--- config.mk ---
export PLATFORM = sky130hd
export DESIGN_NAME = sort_mem_master
export DESIGN_NICKNAME = d
export VERILOG_FILES = /design/src/rtl/sort_mem_master.sv
export SDC_FILE = /design/constraint.sdc
export NUM_CORES = 1
export LEC_CHECK = 0
export BUFFER_PORTS_ARGS = -buffer_cell sky130_fd_sc_hd__buf_4
export CORE_MARGIN = 5
export CORE_UTILIZATION = 60
export CTS_CLUSTER_SIZE = 25
export DETAILED_ROUTE_END_ITERATION = 10
export PLACE_DENSITY = 0.83
export SETUP_SLACK_MARGIN = 0.3
export SKIP_CTS_REPAIR_TIMING = 1
export SYNTH_ARGS = -nofsm -noshare
export SYNTH_HDL_FRONTEND = slang
export SYNTH_SLANG_ARGS = --single-unit
--- constraint.sdc ---
create_clock -name clk -period 8.05 [get_ports clk]
set_input_delay 1.61 -clock clk [delete_from_list [all_inputs] [get_ports clk]]
set_output_delay 1.61 -clock clk [all_outputs]
set_load 0.05 [all_outputs]
--- src/rtl/sort_mem_master.sv ---
// In-place ascending bubble sort (early exit) over a block of words in a single-port memory.
// Define SORT_SIGNED_EN to compare words as two's-complement instead of unsigned.
module sort_mem_master #(
    parameter int DATA_W = 32,
    parameter int ADDR_W = 32,
    parameter int CNT_W  = 11
) (
    input  logic              clk,
    input  logic              reset,
    input  logic              start,
    input  logic [ADDR_W-1:0] base_adr,
    input  logic [CNT_W-1:0]  num,
    output logic              busy,
    output logic              done,
    output logic [15:0]       swap_cnt,
    output logic [ADDR_W-1:0] mem_adr,
    output logic [DATA_W-1:0] mem_din,
    output logic              mem_wr_en,
    output logic              mem_rd_en,
    input  logic [DATA_W-1:0] mem_dout
);

    typedef enum logic [2:0] {
        S_IDLE, S_RD_A, S_RD_B, S_CMP, S_WR_A, S_WR_B, S_NEXT, S_DONE
    } state_t;

    state_t            state_q;
    logic [ADDR_W-1:0] base_q;
    logic [CNT_W-1:0]  i_q;
    logic [CNT_W-1:0]  limit_q;
    logic              swapped_q;
    logic [DATA_W-1:0] a_q;
    logic [15:0]       swap_cnt_q;
    logic [ADDR_W-1:0] adr_q;
    logic [DATA_W-1:0] din_q;
    logic              wr_q;
    logic              rd_q;
    logic              busy_q;
    logic              done_q;

    logic [ADDR_W-1:0] adr_i;
    logic [ADDR_W-1:0] adr_i1;
    logic              last_pair;
    logic              a_gt_b;

    // Addresses wrap modulo 2^ADDR_W; the memory only decodes the low bits.
    assign adr_i     = base_q + ADDR_W'(i_q);
    assign adr_i1    = adr_i + ADDR_W'(1);
    assign last_pair = (i_q + CNT_W'(1)) >= limit_q;

`ifdef SORT_SIGNED_EN
    assign a_gt_b = $signed(a_q) > $signed(mem_dout);
`else
    assign a_gt_b = a_q > mem_dout;
`endif

    always_ff @(posedge clk) begin
        if (reset) begin
            state_q    <= S_IDLE;
            busy_q     <= 1'b0;
            done_q     <= 1'b0;
            swap_cnt_q <= '0;
            adr_q      <= '0;
            din_q      <= '0;
            wr_q       <= 1'b0;
            rd_q       <= 1'b0;
            swapped_q  <= 1'b0;
        end else begin
            done_q <= 1'b0;
            wr_q   <= 1'b0;
            rd_q   <= 1'b0;
            case (state_q)
                S_IDLE: begin
                    if (start) begin
                        base_q     <= base_adr;
                        swap_cnt_q <= '0;
                        i_q        <= '0;
                        limit_q    <= num - CNT_W'(1);
                        swapped_q  <= 1'b0;
                        if (num < CNT_W'(2)) begin
                            state_q <= S_DONE;
                            done_q  <= 1'b1;
                        end else begin
                            state_q <= S_RD_A;
                            busy_q  <= 1'b1;
                            rd_q    <= 1'b1;
                            adr_q   <= base_adr;
                        end
                    end
                end
                S_RD_A: begin
                    state_q <= S_RD_B;
                    rd_q    <= 1'b1;
                    adr_q   <= adr_i1;
                end
                S_RD_B: begin
                    // Read data lags the address by one cycle, so word i is visible now.
                    a_q     <= mem_dout;
                    state_q <= S_CMP;
                end
                S_CMP: begin
                    if (a_gt_b) begin
                        state_q <= S_WR_A;
                        wr_q    <= 1'b1;
                        adr_q   <= adr_i;
                        din_q   <= mem_dout;
                    end else begin
                        state_q <= S_NEXT;
                    end
                end
                S_WR_A: begin
                    state_q <= S_WR_B;
                    wr_q    <= 1'b1;
                    adr_q   <= adr_i1;
                    din_q   <= a_q;
                end
                S_WR_B: begin
                    swapped_q <= 1'b1;
                    if (swap_cnt_q != 16'hFFFF)
                        swap_cnt_q <= swap_cnt_q + 16'd1;
                    state_q <= S_NEXT;
                end
                S_NEXT: begin
                    if (!last_pair) begin
                        i_q     <= i_q + CNT_W'(1);
                        state_q <= S_RD_A;
                        rd_q    <= 1'b1;
                        adr_q   <= adr_i1;
                    end else if (!swapped_q || limit_q == CNT_W'(1)) begin
                        state_q <= S_DONE;
                        busy_q  <= 1'b0;
                        done_q  <= 1'b1;
                    end else begin
                        // Largest remaining word has bubbled to the end; shrink the pass.
                        limit_q   <= limit_q - CNT_W'(1);
                        i_q       <= '0;
                        swapped_q <= 1'b0;
                        state_q   <= S_RD_A;
                        rd_q      <= 1'b1;
                        adr_q     <= base_q;
                    end
                end
                S_DONE: begin
                    state_q <= S_IDLE;
                end
                default: begin
                    state_q <= S_IDLE;
                    busy_q  <= 1'b0;
                end
            endcase
        end
    end

    assign busy      = busy_q;
    assign done      = done_q;
    assign swap_cnt  = swap_cnt_q;
    assign mem_adr   = adr_q;
    assign mem_din   = din_q;
    assign mem_wr_en = wr_q;
    assign mem_rd_en = rd_q;

endmodule

# Word-level counts from Yosys, hierarchy flattened
# Index checks and enable logic that the tools add are counted.
# classes
n_mux,46
n_addsub,6
bitwise,1
reduce_logical,18
eq_ne,17
order_cmp,3
# ops
op,count
$mux 32,6
$pmux 32 s4,1
$mux 11,6
$pmux 32 s2,1
$pmux 11 s2,2
$add 32x1->32 const B,1
$add 32x11->32,1
$gt 32x32->1,1
$mux 16,2
$pmux 16 s2,1
$pmux 3 s8,1
$sub 11x1->11 const B,2
$add 16x1->16 const B,1
$mux 1,16
$ne 16x16->1 const B,1
$reduce_and 5->1,3
$ne 2x2->1 const B,7
$eq 3x3->1 const B,4
$mux 3,4
$add 11x1->11 const B,1
$eq 11x1->1 const B,1
$ge 11x11->1,1
$lt 11x2->1 const B,1
$reduce_and 4->1,2
16 further kinds,24
# totals
input_bits,78
word_cells,104
out_inout_bits,84
regBits,174

# Longest topological paths before layout
# Gate-level depths: netlist of run 1.
# depth
word_depth,5
ltp_mapped,17
ltp_nobuf,16

# Worst setup path after synthesis of run 1
# OpenSTA, ideal clock, no wires.
# synth_timing
kind,input-to-reg
startpoint,input reset
endpoint,"register a_q[0], enable pin"
t_arrival_ps,5178
path_buffers,1
path_stages,2
setup_ps,513
path_slack_ps,2359
t_required_ps,7537
path_cell_list,clkbuf_1 nor4b_1
# synth_via
elab_chain_cells,2
# synth_lines
item,line_no,text
from (decl),9,"input logic reset,"
$not 1->1 (no line),n/a,
$reduce_and 2->1 (no line),n/a,
to (signal assigned),98,a_q <= mem_dout;
to (decl),32,logic [DATA_W-1:0] a_q;
# Every way passes these cells.
# A chain may end at the register's enable or synchronous reset.

# Worst setup path in the final report of run 1
# layout_timing
startpoint,register i_q[0]
endpoint,"register adr_q[20], in the netlist mem_adr[20]"
# layout_via
elab_chain_cells,4
word_cells_on_any_way,9
cone_classes,3 x add/sub; 1 x order compare; 1 x eq/ne; 3 x mux; 1 x reduce/logical
# layout_lines
item,line_no,text
from (decl),29,logic [CNT_W-1:0] i_q;
from (signal assigned),125,i_q <= i_q + CNT_W'(1);
$add 32x11->32 or $add 11x1->11 (tied branches),"47, 49",
$add 32x1->32 or $ge 11x11->1 (tied branches),"48, 49",
$mux 32 or $ne 3x3->1 (tied branches),n/a,
$pmux 32 s4 or $reduce_and 5->1 (tied branches),n/a,
to (signal assigned),87,adr_q <= base_adr;
to (signal assigned),128,adr_q <= adr_i1;
to (signal assigned),140,adr_q <= base_q;
to (decl),34,logic [ADDR_W-1:0] adr_q;
# Parallel ways exist; a longest one is shown, timed or not. The select of a mux whose other input is x is not followed.

==> flow_summary_export.csv, run 1 <==
group,metric,value,unit
status,status,"finished clean",
yosys,synth_top_family_by_area,"compound AO/OA/AOI/OAI gates",
worst_setup_path,crit_arrival,5.65,ns
worst_setup_path,crit_top_cell,"nand2_1",
power,switching_share,32.4,%
finish,n_antenna_cell,0,
worst_setup_path,cp_slowest_cell,"o221a_2",
placement,port_buffers,161,
finish,layout_commonest_cell,"buf_4",
drt,dr.pass1.iters,5,
power,power_switching,0.809,mW
finish,final_nets,1478,
drt,antenna_left,0,
finish,multi_input_area,5910,µm²
power,p_int,1.69,mW
yosys,syn_avg_cell_area,8.82,µm²
worst_setup_path,cpLargestDelayFamily,"compound AO/OA/AOI/OAI gates",
yosys,synthAdderAreaFrac,7.19,%
grt,grt_pass1_wl,47100,µm
yosys,synth_cells,1215,
timing,fin_crit_sh,66.7,%
floorplan,num_io_pins,162,
yosys,synthArstFlopShare,0,%
clock_network,cts_buffers,17,
worst_setup_path,worstPathRequired,8.33,ns
finish,nFillCells,1340,
yosys,ys_ff_latch,174,
drt,via_count,9727,
yosys,syn_area,10700,µm²
worst_setup_path,r2r-end,"mem_adr[20]",
clock_network,clock-root-buffer,"clkbuf_16",
worst_setup_path,slowest_delay,0.78,ns
finish,syn2layout_area_growth,18.1,%
min_path,worstHoldEndpoint,"mem_adr[4]",
timing,fin_tns_setup,0,ns
worst_setup_path,setup.worst_path.start,"i_q[0]",
worst_setup_path,cp-start-kind,"flip-flop",
drt,routed_wl,29300,µm
finish,register_area,4340,µm²
worst_setup_path,crit_fanout,42,
clock_network,cts.sinks,174,
min_path,hp-start,"mem_adr[4]",
yosys,ys_warn_count,0,
timing,relSlewSlack,22.1,%
yosys,synth-main-ff-cell,"dfxtp_1",
grt,track_usage,28.3,%
min_path,min-delay-path-class,"reg2reg",
clock_network,cts_tree,"done",
yosys,synth.lib_cells_used.distinct,72,
yosys,synth_xor_xnor_area_share,7.11,%
drt,drtIter0Drc,906,
timing,fmax,0.186,GHz
floorplan,die_h,144,µm
power,p_comb_share,22.6,%
placement,dp_hpwl,20500,µm
worst_setup_path,path_class,"reg2reg",
yosys,syn_nets,1354,
worst_setup_path,path_cells,"ha_1, nand3_1, nor2_1, xor2_1, ha_1, a211oi_1, nand2_1, a2111oi_0, o21ai_0, and2_1, buf_4, nand2_1, o221a_2, nand2_1, a221oi_1, a221oi_1",
power,seqPwrFrac,41.5,%
placement,pre_cts_slack,2.71,ns
yosys,synth_edf_count,86,
yosys,synthMuxAreaShare,0.560,%
placement,gp_congestion,0.939,
flow_run,drv_cap,0,
yosys,synth-simple-area-share,19.1,%
worst_setup_path,r2r_slack,2.68,ns
floorplan,fp-row-count,48,
finish,final_cell_mix,"168 x buf_4, 152 x nor2_1, 96 x a21oi_1, 89 x nand2_1, 88 x dfxtp_1",
floorplan,chipWidth,144,µm
grt,antenna_found_initial,0,
timing,rsz0062_at_grt,"no",
floorplan,initial_core_util,61.5,%
power,peakVddDrop,183,µV
timing,finalWorstSetupSlack,2.68,ns
drt,drc_errors,0,
worst_setup_path,reg2regPathDepth,16,
power,pwr-share-clk,35.9,%
timing,hold_viol,0,
timing,drv_slew,0,
worst_setup_path,critPathBufInv,1,
power,power_density,197,nW/µm²
clock_network,clkTransAtPathRegs,0.07,ns
clock_network,ctsHtreeMaxLevel,4,
timing,min_period,5.37,ns
timing,clock_skew,0.0114,ns
finish,drive_gt1_share,16.9,%
timing,finalSetupViolCount,0,
floorplan,core_area,17400,µm²
drt,via_per_inst,6.17,
grt,grt_max_degree,66,
min_path,holdPathStages,2,
timing,tightest_slew,1.16,ns
floorplan,dieArea,20600,µm²
clock_network,cts.path.max_buffers,2,
drt,wl_per_cell,18.6,µm
clock_network,clock_latency,0.44,ns
grt,grt_overflow,0,
worst_setup_path,crit_path_end_kind,"flip-flop",
grt,grt_pass1_vias,9568,
yosys,yosysSeqAreaShare,40.5,%
power,p_leak,5.07,nW
worst_setup_path,timing.rr.start,"i_q[0]",
yosys,synth_compound_gate_area_share,21.0,%
## power groups by stage
| stage | Combinational (mW) | Clock (mW) | Sequential [mW] |
|---|---|---|---|
| final | 0.565 | 0.895 | 1.04 |
| after global routing | 0.612 | 0.933 | 1.04 |
| after CTS | 0.561 | 0.896 | 1.03 |
| after detailed placement | 0.557 | 0 | 1.05 |
| after global placement | 0.547 | 0 | 1.05 |
| after floorplan | 0.292 | 0 | 1.14 |
## cells in the mapped netlist, drive strengths merged, types with 13 or more instances
library cell	count	area, µm²
nand3	39	195
o211ai	13	108
xor2	37	324
clkbuf	51	191
ha	60	751
a21oi	98	498
nor2	153	574
o21ai	59	303
xnor2	50	438
inv	63	236
nor2b	16	100
a21o	15	113
nor4	21	131
nand2	90	338
edfxtp	86	2580
nand4	25	156
nor3	22	110
a211oi	53	408
dfxtp	88	1760
## worst register-to-register path, stage by stage (launching register included)
cell	delay, ns
edfxtp_1	0.45
ha_1	0.23
nand3_1	0.15
nor2_1	0.22
xor2_1	0.23
ha_1	0.30
a211oi_1	0.25
nand2_1	0.12
a2111oi_0	0.53
o21ai_0	0.41
and2_1	0.28
buf_4	0.25
nand2_1	0.25
o221a_2	0.78
nand2_1	0.38
a221oi_1	0.28
a221oi_1	0.11
## how the worst max path moves through the flow
stage,end,slack (ns),cells after the start
2_1_floorplan,a_q[0],2.36,2
3_3_place_gp,mem_adr[20],2.94,13
3_5_place_dp,mem_adr[20],2.71,13
4_1_cts,mem_adr[20],2.80,17
5_1_grt,mem_adr[20],2.18,17
6_report,mem_adr[20],2.68,16
## registers in the layout, summed over array words and instances (netlist names), 3 cells and up
name / count
a_q: 32
i_q: 11
state_q: 3
swap_cnt: 16
mem_adr: 32
base_q: 32
limit_q: 11
mem_din: 32
## logic make-up after synthesis
group | count (synthesis)
and+or+nand+nor | 429
AOI/OAI and AO/OA | 332
DFF | 174
buffers and inverters | 126
xor gates and xnor gates | 87
adders and majority gates | 61
muxes | 6
## layout make-up
class                           count  share of cell area [%]
Clock inverter                     15                    1.59
Clock buffer                       17                    3.36
Tap cell                          225                    2.22
Multi-Input combinational cell    915                    46.7
Inverter                           63                    1.87
Timing Repair Buffer              168                    9.97
Sequential cell                   174                    34.3
## stage by stage
stage | cell area [µm²] | hold slack [ns] | power [mW] | cells | util, %
2_1_floorplan | 10700 | 0.458 | 1.44 | 1215 | -
3_3_place_gp | 12000 | 0.440 | 1.60 | 1545 | 69.1
3_5_place_dp | 12000 | 0.450 | 1.61 | 1545 | 69.1
4_1_cts | 12700 | 0.462 | 2.49 | 1577 | 72.7
5_1_grt | 12700 | 0.502 | 2.59 | 1577 | 72.7
6_report | 12700 | 0.458 | 2.50 | 1577 | 72.7
## layer usage
layer	global-route usage (%)	vias to the layer above	part of all wire (%)	routed length (µm)
met4	9.46	0	2.5	730
li1	-	4693	-	-
met3	6.96	61	8.9	2610
met1	36.5	4566	41	12000
met5	0	-	0	0
met2	46.9	407	48	14000
No activity file was read; power rests on OpenSTA's default activity.
==> run 2, diff against run 1 <==
--- a/config.mk
+++ b/config.mk
@@ -7,10 +7,10 @@
 export LEC_CHECK = 0
 export BUFFER_PORTS_ARGS = -buffer_cell sky130_fd_sc_hd__buf_4
 export CORE_MARGIN = 5
-export CORE_UTILIZATION = 60
+export CORE_UTILIZATION = 58
 export CTS_CLUSTER_SIZE = 25
 export DETAILED_ROUTE_END_ITERATION = 10
-export PLACE_DENSITY = 0.83
+export PLACE_DENSITY = 0.81
 export SETUP_SLACK_MARGIN = 0.3
 export SKIP_CTS_REPAIR_TIMING = 1
 export SYNTH_ARGS = -nofsm -noshare
==> constraint.sdc (replaced) <==
create_clock -name clk -period 5.05 [get_ports clk]
set_input_delay 1.01 -clock clk [delete_from_list [all_inputs] [get_ports clk]]
set_output_delay 1.01 -clock clk [all_outputs]
set_load 0.05 [all_outputs]
==> flow_summary_export.csv, run 2 (same netlist as run 1, synthesis figures left out) <==
group,metric,value,unit
status,status,"finished clean",
drt,wl_per_cell,18.6,µm
grt,track_usage,27.3,%
min_path,holdPathStages,2,
drt,via_count,9772,
grt,grt_overflow,0,
power,power_density,308,nW/µm²
timing,fmax,0.229,GHz
drt,via_per_inst,6.16,
finish,nFillCells,1389,
timing,rsz0062_at_grt,"no",
floorplan,dieArea,21300,µm²
finish,post-route-util,70.2,%
worst_setup_path,endpoint,"mem_adr[30]",
timing,finalSetupViolCount,0,
worst_setup_path,cp-start-kind,"flip-flop",
finish,syn2layout_area_growth,18.4,%
finish,layout_commonest_cell,"buf_4",
worst_setup_path,path_class,"reg2reg",
timing,hold_viol,0,
floorplan,fp-row-count,49,
placement,dp_hpwl,20900,µm
worst_setup_path,timing.rr.start,"i_q[0]",
drt,drc_errors,0,
finish,final_area,12700,µm²
clock_network,cts.sinks,174,
drt,routed_wl,29600,µm
power,p_leak,5.09,nW
power,peakVddDrop,259,µV
grt,grt_max_degree,66,
placement,port_buffers,161,
worst_setup_path,setup.worst_path.start,"i_q[0]",
clock_network,cts_buffers,17,
floorplan,num_io_pins,162,
timing,fin_tns_setup,0,ns
worst_setup_path,cpLargestDelayFamily,"simple AND/OR/NAND/NOR gates",
timing,tightest_slew,1.03,ns
grt,grt_pass1_vias,9476,
worst_setup_path,critPathBufInv,1,
floorplan,die_h,146,µm
floorplan,chipWidth,146,µm
finish,n_antenna_cell,0,
min_path,min-delay-path-class,"reg2reg",
finish,final_nets,1484,
grt,antenna_found_initial,0,
floorplan,core_area,18100,µm²
flow_run,drv_cap,0,
worst_setup_path,reg2regPathDepth,13,
timing,fin_crit_sh,86.5,%
worst_setup_path,crit_fanout,8,
worst_setup_path,worstPathRequired,5.38,ns
worst_setup_path,path_cells,"ha_1, inv_1, fa_1, nor2b_1, o31a_1, o21ai_2, nand2_1, nor4_1, nand4_1, nor4_1, a31oi_1, o31ai_1, nand2_1",
timing,min_period,4.37,ns
clock_network,cts.path.max_buffers,2,
drt,dr.pass1.iters,8,
placement,place_area,12100,µm²
timing,relSlewSlack,31.0,%
grt,grt_pass1_wl,48200,µm
worst_setup_path,slowest_delay,0.71,ns
clock_network,ctsHtreeMaxLevel,4,
power,total_power,3.91,mW
timing,clock_skew,0.0117,ns
clock_network,clock-root-buffer,"clkbuf_16",
drt,antenna_left,0,
worst_setup_path,r2r_slack,0.68,ns
worst_setup_path,cp_slowest_cell,"nor4_1",
finish,drive_gt1_share,17.2,%
drt,drtIter0Drc,719,
timing,holdWs,0.476,ns
worst_setup_path,cp.depth,13,
timing,drv_slew,0,
placement,gp_congestion,0.949,
worst_setup_path,crit_arrival,4.70,ns
finish,final_cell_mix,"173 x buf_4, 152 x nor2_1, 96 x a21oi_1, 89 x nand2_1, 88 x dfxtp_1",
floorplan,initial_core_util,59.3,%
worst_setup_path,r2r-end,"mem_adr[30]",
clock_network,clkTransAtPathRegs,0.07,ns
clock_network,clock_latency,0.44,ns
worst_setup_path,crit_path_end_kind,"flip-flop",
clock_network,cts_tree,"done",
## run 2: cell count changes in the layout (fill, tap and decap cells not counted)
cell	delta
a2111oi_0	-1
a2111oi_1	+1
clkinv_2	-2
buf_12	+1
buf_4	+5
clkinv_1	+1
bufinv_16	-2
nor4b_4	+1
inv_6	-1
inv_8	+3
inv_4	+1
nor4b_2	-1
## run 2: worst min-delay path by stage
stage,from,to,slack (ns)
3_5_place_dp,mem_adr[4],mem_adr[4],0.46
6_report,mem_adr[30],mem_adr[30],0.48
3_3_place_gp,mem_adr[4],mem_adr[4],0.46
5_1_grt,mem_adr[30],mem_adr[30],0.49
4_1_cts,mem_adr[30],mem_adr[30],0.48
2_1_floorplan,swapped_q,swapped_q,0.46
## run 2: final cells by class
type                            count  area (µm²)  area share (%)
Multi-Input combinational cell    915        5920            46.6
Sequential cell                   174        4340            34.2
Timing Repair Buffer              174        1320            10.4
Clock buffer                       17         425            3.35
Tap cell                          229         287            2.26
Inverter                           63         236            1.86
Clock inverter                     15         166            1.31
## run 2: report_power, final
| part | switching, mW | internal, mW |
|---|---|---|
| sequential | 0.0767 | 1.58 |
| combinational | 0.591 | 0.322 |
| clock | 0.638 | 0.709 |
| total | 1.31 | 2.61 |
## run 2: worst reg2reg max path: cells and delay by family (launching register included)
kind            cells  cell delay [ns]
compound gates      4             1.18
fa+ha+maj           2             0.46
buf+inv             1             0.07
flops               1             0.47
simple gates        6             2.10
## run 2: layer usage
metal	vias to the layer above	GRT usage, %	routed length [µm]
met2	414	44.9	14100
met1	4578	35.5	12200
met4	0	9.21	691
met3	62	6.63	2590
met5	-	0	0
li1	4718	-	-
## run 2: metrics by stage
stage                     std cells  setup slack [ns]
after global placement         1555             0.751
after floorplan                1215              1.37
final                          1587             0.680
after CTS                      1587             0.673
after global routing           1587             0.342
after detailed placement       1555             0.715
